### src/rtl/mem_port_arbiter.sv
// rtl/mem_port_arbiter.sv - fetch/data arbiter for the shared single-port memory
// Data wins by default; a starvation counter forces a fetch grant after STARVE_MAX data wins.
module mem_port_arbiter #(
    parameter int AW         = 7,
    parameter int DW         = 32,
    parameter int MEM_LAT    = 2,
    parameter int STARVE_MAX = 3
) (
    input  logic          clk,
    input  logic          rst,
    input  logic          if_req,
    input  logic [AW-1:0] if_addr,
    output logic          if_gnt,
    output logic          if_rvalid,
    output logic [DW-1:0] if_rdata,
    input  logic          dm_req,
    input  logic          dm_we,
    input  logic [AW-1:0] dm_addr,
    input  logic [DW-1:0] dm_wdata,
    output logic          dm_gnt,
    output logic          dm_rvalid,
    output logic [DW-1:0] dm_rdata,
    input  logic          halt,
    output logic          mem_en,
    output logic          mem_we,
    output logic [AW-1:0] mem_addr,
    output logic [DW-1:0] mem_wdata,
    input  logic [DW-1:0] mem_rdata,
    output logic          busy
);

    typedef enum logic {S_IDLE, S_WAIT} state_t;

    localparam logic [3:0] LAT4  = 4'(MEM_LAT);
    localparam logic [3:0] SMAX4 = 4'(STARVE_MAX);

    state_t     state;
    logic [3:0] cnt;
    logic [3:0] starve;
    logic       owner;      // 1 = data port owns the access in flight
    logic       we_q;
    logic       idle_ok;
    logic       f_elig;
    logic       fetch_win;
    logic       data_win;

    always_comb begin
        idle_ok   = (state == S_IDLE) && !rst;
        f_elig    = if_req && !halt;
        fetch_win = idle_ok && f_elig && (!dm_req || (starve == SMAX4));
        data_win  = idle_ok && dm_req && !fetch_win;
    end

    assign if_gnt    = fetch_win;
    assign dm_gnt    = data_win;
    assign mem_en    = fetch_win || data_win;
    assign mem_we    = data_win && dm_we;
    assign mem_addr  = data_win ? dm_addr : (fetch_win ? if_addr : '0);
    assign mem_wdata = data_win ? dm_wdata : '0;
    assign busy      = (state == S_WAIT);

    always_ff @(posedge clk) begin
        if (rst) begin
            state     <= S_IDLE;
            cnt       <= 4'd0;
            starve    <= 4'd0;
            owner     <= 1'b0;
            we_q      <= 1'b0;
            if_rvalid <= 1'b0;
            if_rdata  <= '0;
            dm_rvalid <= 1'b0;
            dm_rdata  <= '0;
        end else begin
            if_rvalid <= 1'b0;
            dm_rvalid <= 1'b0;
            case (state)
                S_IDLE: begin
                    if (fetch_win || data_win) begin
                        owner <= data_win;
                        we_q  <= data_win && dm_we;
                        cnt   <= LAT4;
                        state <= S_WAIT;
                        // Only a data win over a waiting fetch counts toward starvation.
                        if (data_win && f_elig)
                            starve <= (starve >= SMAX4) ? SMAX4 : starve + 4'd1;
                        else
                            starve <= 4'd0;
                    end
                end
                S_WAIT: begin
                    cnt <= cnt - 4'd1;
                    if (cnt == 4'd1) begin
                        state <= S_IDLE;
                        if (owner) begin
                            dm_rvalid <= 1'b1;
                            dm_rdata  <= we_q ? '0 : mem_rdata;
                        end else begin
                            if_rvalid <= 1'b1;
                            if_rdata  <= mem_rdata;
                        end
                    end
                end
                default: state <= S_IDLE;
            endcase
        end
    end

endmodule

### config.mk
export PLATFORM = sky130hd
export DESIGN_NAME = mem_port_arbiter
export DESIGN_NICKNAME = d
export VERILOG_FILES = /design/src/rtl/mem_port_arbiter.sv
export SDC_FILE = /design/constraint.sdc
export NUM_CORES = 1
export LEC_CHECK = 0
export BUFFER_PORTS_ARGS = -buffer_cell sky130_fd_sc_hd__buf_4
export CORE_MARGIN = 2
export CORE_UTILIZATION = 30
export CTS_BUF_LIST = sky130_fd_sc_hd__clkbuf_4
export CTS_CLUSTER_SIZE = 20
export DETAILED_ROUTE_END_ITERATION = 10
export HOLD_SLACK_MARGIN = 0.08
export PLACE_DENSITY = 0.66
export SETUP_SLACK_MARGIN = 0.15
export SYNTH_ARGS = -nofsm -noshare
export SYNTH_HDL_FRONTEND = slang
export SYNTH_SLANG_ARGS = --single-unit
### constraint.sdc
create_clock -name clk -period 3.85 [get_ports clk]
set_input_delay 0.77 -clock clk [delete_from_list [all_inputs] [get_ports clk]]
set_output_delay 0.77 -clock clk [all_outputs]
set_load 0.02 [all_outputs]
After elaboration in Yosys (flattened, before gate mapping)
Index checks and enable logic that the tools add are counted.
{"block": "totals", "regBits": 77, "input_bits": 84, "output_inout_bits": 110, "word_cells": 49}
{"block": "classes", "addsub": 2, "magnitude_cmp": 1, "eq_ne": 3, "muxes": 13, "bitwise": 3, "reduce_logical": 18}
{"operator": "$mux 32", "count": 2}
{"operator": "$mux 7", "count": 2}
{"operator": "$mux 4", "count": 3}
{"operator": "$logic_and 1x1->1", "count": 8}
{"operator": "$pmux 4 s2", "count": 1}
{"operator": "$reduce_and 3->1", "count": 2}
{"operator": "$add 4x1->4 const B", "count": 1}
{"operator": "$eq 4x1->1 const B", "count": 1}
{"operator": "$eq 4x2->1 const B", "count": 1}
{"operator": "$ge 4x2->1 const B", "count": 1}
{"operator": "$logic_not 1->1", "count": 4}
{"operator": "$mux 1", "count": 4}
{"operator": "$sub 4x1->4 const B", "count": 1}
{"operator": "$not 1->1", "count": 3}
{"operator": "$reduce_or 3->1", "count": 1}
{"operator": "$logic_or 1x1->1", "count": 2}
{"operator": "$ne 2x2->1 const B", "count": 1}
{"operator": "$pmux 1 s2", "count": 1}
{"operator": "$reduce_and 2->1", "count": 1}

Logic depth before layout (Yosys ltp)
{"block": "depth", "word_depth": 9, "ltp_mapped": 7, "ltp_nobuf": 5}

Worst setup path after synthesis
Ideal clock, no wire load.
{"block": "synth_timing", "path_kind": "input to output", "from": "input port rst", "to": "output port mem_wdata[23]", "t_arrival_ps": 1766, "t_required_ps": 3080, "setup_slack_ps": 1314, "stages": 4, "path_buffers": 1, "cell_sequence": "nor3b_4 > a21boi_4 > buf_6 > and2_1"}
{"block": "synth_between", "elab_chain_len": 7, "elab_cells_between_ends": 8, "cone_classes": "1 x mux; 7 x reduce/logical"}
{"element": "start: declaration", "line_no": "10", "rtl": "input logic rst,"}
{"element": "$logic_not 1->1 *", "line_no": "48", "rtl": "idle_ok = (state == S_IDLE) && !rst;"}
{"element": "$logic_and 1x1->1 *", "line_no": "48"}
{"element": "$logic_and 1x1->1 (2 in a row)", "line_no": "50", "rtl": "fetch_win = idle_ok && f_elig && (!dm_req || (starve == SMAX4));"}
{"element": "$logic_not 1->1", "line_no": "51", "rtl": "data_win = idle_ok && dm_req && !fetch_win;"}
{"element": "$logic_and 1x1->1 *", "line_no": "51"}
{"element": "net dm_gnt", "line_no": "20", "rtl": "output logic dm_gnt,"}
{"element": "$mux 32 *", "line_no": "59", "rtl": "assign mem_wdata = data_win ? dm_wdata : '0;"}
{"element": "end: declaration", "line_no": "27", "rtl": "output logic [DW-1:0] mem_wdata,"}
The timed path passes the listed nets; every way through them passes the cells marked *.

Final worst setup path
{"block": "layout_timing", "from": "register state (netlist: busy)", "to": "output port mem_wdata[28]"}
{"block": "layout_between", "elab_chain_len": 7, "elab_cells_between_ends": 8, "cone_classes": "1 x mux; 1 x bitwise; 6 x reduce/logical"}
{"element": "start: declaration", "line_no": "37", "rtl": "state_t state;"}
{"element": "start signal: assignment", "line_no": "64", "rtl": "state <= S_IDLE;"}
{"element": "start signal: assignment", "line_no": "82", "rtl": "state <= S_WAIT;"}
{"element": "start signal: assignment", "line_no": "93", "rtl": "state <= S_IDLE;"}
{"element": "$not 1->1 (no source line) *"}
{"element": "$logic_and 1x1->1 *", "line_no": "48"}
{"element": "$logic_and 1x1->1 (2 in a row)", "line_no": "50"}
{"element": "$logic_not 1->1", "line_no": "51"}
{"element": "$logic_and 1x1->1 *", "line_no": "51"}
{"element": "$mux 32 *", "line_no": "59"}
Every way passes the cells marked *; elsewhere a longest branch is shown, timed or not.

==> flow_metrics.env <==
export IMPL_critPathLaunchType="flop"
export IMPL_setup_viol=0
export IMPL_grt_pass1_wl_um=17800
export IMPL_maxClockFrequency_mhz=315
export IMPL_worst_path_max_fanout=36
export IMPL_ys_types=36
export IMPL_grt_antenna_before_repair=0
export IMPL_remaining_drc_errors=0
export IMPL_cp_end_kind="primary output"
export IMPL_rsz0062_at_grt="no"
export IMPL_die_x_um=113
export IMPL_required_ns=3.08
export IMPL_mostFrequentLayoutCell="buf_4"
export IMPL_ir_worst_vdd_mv=0.141
export IMPL_avgSynthCellArea_um2=8.68
export IMPL_rrSetupSlack_ns=1.34
export IMPL_place_congestion=0.762
export IMPL_ctsHtreeMaxLevel=3
export IMPL_finClkSkew_ns=0.00910
export IMPL_via_count=3711
export IMPL_cap_viol_max_count=0
export IMPL_ys_ff_latch=77
export IMPL_overflow=0
export IMPL_path_cells="nor3b_4, a21boi_4, and2_1, buf_4"
export IMPL_cts_reportedPaths_clkPinSlew_ns=0.11
export IMPL_fin_util_pct=44.7
export IMPL_grt_pass1_vias=3528
export IMPL_ctsHoldBuffers=0
export IMPL_clkLatencyLatePin_ns=0.42
export IMPL_drv_slew=0
export IMPL_critical_path_class="reg2out"
export IMPL_yosys_warnings=0
export IMPL_fin_nets=658
export IMPL_max_slew_margin_pct=23.7
export IMPL_wl_um=11200
export IMPL_yosysSeqAreaShare_pct=43.5
export IMPL_grt_total_usage_pct=17.2
export IMPL_cp_num_buf_inv=1
export IMPL_final_layout_size_suffix_gt1_share_pct=38.7
export IMPL_syn_num_nets=495
export IMPL_hold_viol=0
export IMPL_drt_iter0_markers=357
export IMPL_cts_tree="built"
export IMPL_cts_resized_gates=0
export IMPL_numClockSinks=77
export IMPL_syn_to_final_growth_pct=44.8
export IMPL_worst_path_largest_cell_delay_ns=0.63
export IMPL_pre_cts_ws_ns=0.783
export IMPL_tightest_slew_ns=1.14
export IMPL_crit_slowest_cell="a21boi_4"
export IMPL_crit_family="simple AND/OR/NAND/NOR gates"
export IMPL_outcome="finished, final reports clean"
export IMPL_syn_area_um2=3540
export IMPL_worst_slack_ns=0.679
export IMPL_worstPathArrival_ns=2.40
export IMPL_rows=39
export IMPL_layout_common_cells="197 x buf_4, 76 x dfxtp_1, 66 x a21oi_1, 64 x o21ai_0, 43 x and2_1"
export IMPL_period_share_pct=82.4
export IMPL_cellLeakagePower_nw=2.13
export IMPL_numCtsBuffers=9
export IMPL_postRouteAntennaNets=0
export IMPL_hpwl_um=7450
export IMPL_die_area_um2=12700
export IMPL_dr_pass1_iters=4
export IMPL_cts_max_path_buffers=2
export IMPL_grt_max_degree=76
export IMPL_wl_per_cell_um=15.6
export IMPL_syn_instance_count=408
export IMPL_cts_root_buffer_cell="clkbuf_4"
export IMPL_port_buffers=193
export IMPL_postCtsSetupBuffers=0
export IMPL_start_util_pct=30.9
export IMPL_fin_crit_ns=3.17
export IMPL_die_y_um=113
export IMPL_ioPinCount=194
export IMPL_power_density_nw_per_um2=325
export IMPL_coreArea_um2=11500
export IMPL_hold_path_class="reg2reg"
export IMPL_viasPerCell=5.15
export IMPL_final_setup_tns_ns=0
-- registers in the layout, summed over array words and instances, names as in the netlist --
signal / count
owner: 1
starve: 4
we_q: 1
busy: 1
dm_rdata: 32
dm_rvalid: 1
if_rvalid: 1
cnt: 4
if_rdata: 32
-- power breakdown --
group          internal, mW  switching (mW)  leakage [nW]
Sequential            0.812          0.0201         0.623
Combinational         0.127           0.154          1.42
Clock                 0.275           0.278        0.0906
-- synthesized netlist by cell type --
master | instances | area (um2)
a21boi_4 | 1 | 18.8
a21oi_1 | 66 | 330
a221oi_1 | 1 | 8.76
a22o_1 | 1 | 8.76
a311oi_1 | 2 | 17.5
a31oi_1 | 1 | 6.26
a32o_1 | 9 | 90.1
and2_1 | 43 | 269
and3b_1 | 1 | 8.76
and4bb_1 | 1 | 12.5
buf_1 | 1 | 3.75
buf_2 | 3 | 15.0
buf_4 | 5 | 37.5
buf_6 | 6 | 67.6
clkbuf_1 | 30 | 113
dfxtp_1 | 77 | 1540
ha_1 | 3 | 37.5
inv_1 | 4 | 15.0
nand2_1 | 1 | 3.75
nand2_2 | 1 | 6.26
nand2b_1 | 3 | 18.8
nand3_1 | 32 | 160
nand4b_1 | 32 | 280
nand4bb_1 | 1 | 11.3
nor2_1 | 4 | 15.0
nor2b_1 | 1 | 6.26
nor3_1 | 4 | 20.0
nor3b_2 | 1 | 12.5
nor3b_4 | 1 | 18.8
nor4b_4 | 1 | 23.8
o21ai_0 | 64 | 320
o21ai_1 | 2 | 10.0
o31ai_1 | 2 | 15.0
or2_2 | 1 | 6.26
or3_1 | 1 | 6.26
or4_1 | 1 | 7.51
-- path summary, 6_finish.rpt --
kind	start	to	depth (start not counted)
worst max register to register	busy	if_rdata[27]	4
worst min register to register	dm_rdata[11]	dm_rdata[11]	2
worst max-delay path	busy	mem_wdata[28]	4
worst min-delay path	dm_rdata[11]	dm_rdata[11]	2
-- per-stage QoR --
stage / hold WS, ns / total power, mW / std cells / cell area, um2
3_5_place_dp: 0.469 / 1.13 / 703 / 4970
2_1_floorplan: 0.446 / 0.997 / 408 / 3540
5_1_grt: 0.505 / 1.75 / 719 / 5130
6_report: 0.486 / 1.67 / 720 / 5130
3_3_place_gp: 0.452 / 1.13 / 703 / 4970
4_1_cts: 0.486 / 1.69 / 719 / 5130
-- logic make-up after synthesis --
family,synth area share [%]
compound gates,23.3
simple gates,25.0
flops,43.5
buf+inv,7.10
fa+ha+maj,1.06
-- cell type report --
| type | count | area, um2 |
|---|---|---|
| Fill cell | 1118 | 6340 |
| Multi-Input combinational cell | 282 | 1760 |
| Sequential cell | 77 | 1540 |
| Timing Repair Buffer | 197 | 1480 |
| Tap cell | 143 | 179 |
| Clock buffer | 11 | 82.6 |
| Clock inverter | 5 | 75.1 |
| Inverter | 4 | 15.0 |
| Antenna cell | 1 | 2.50 |
-- per-layer routing --
metal / vias up / track usage, % / share of wire, %
met1: 1760 / 22.9 / 46
li1: 1805 / - / -
met5: - / 0 / 0
met4: 0 / 5.85 / 1.4
met3: 13 / 3.56 / 6.1
met2: 133 / 27.8 / 46
-- worst min-delay path: cells and delay by family (launching register included) --
kind           cells  cell delay, ns
flip-flops         1            0.33
AO/OA/AOI/OAI      2            0.13
Note: power is estimated with default switching activity, not from simulation.
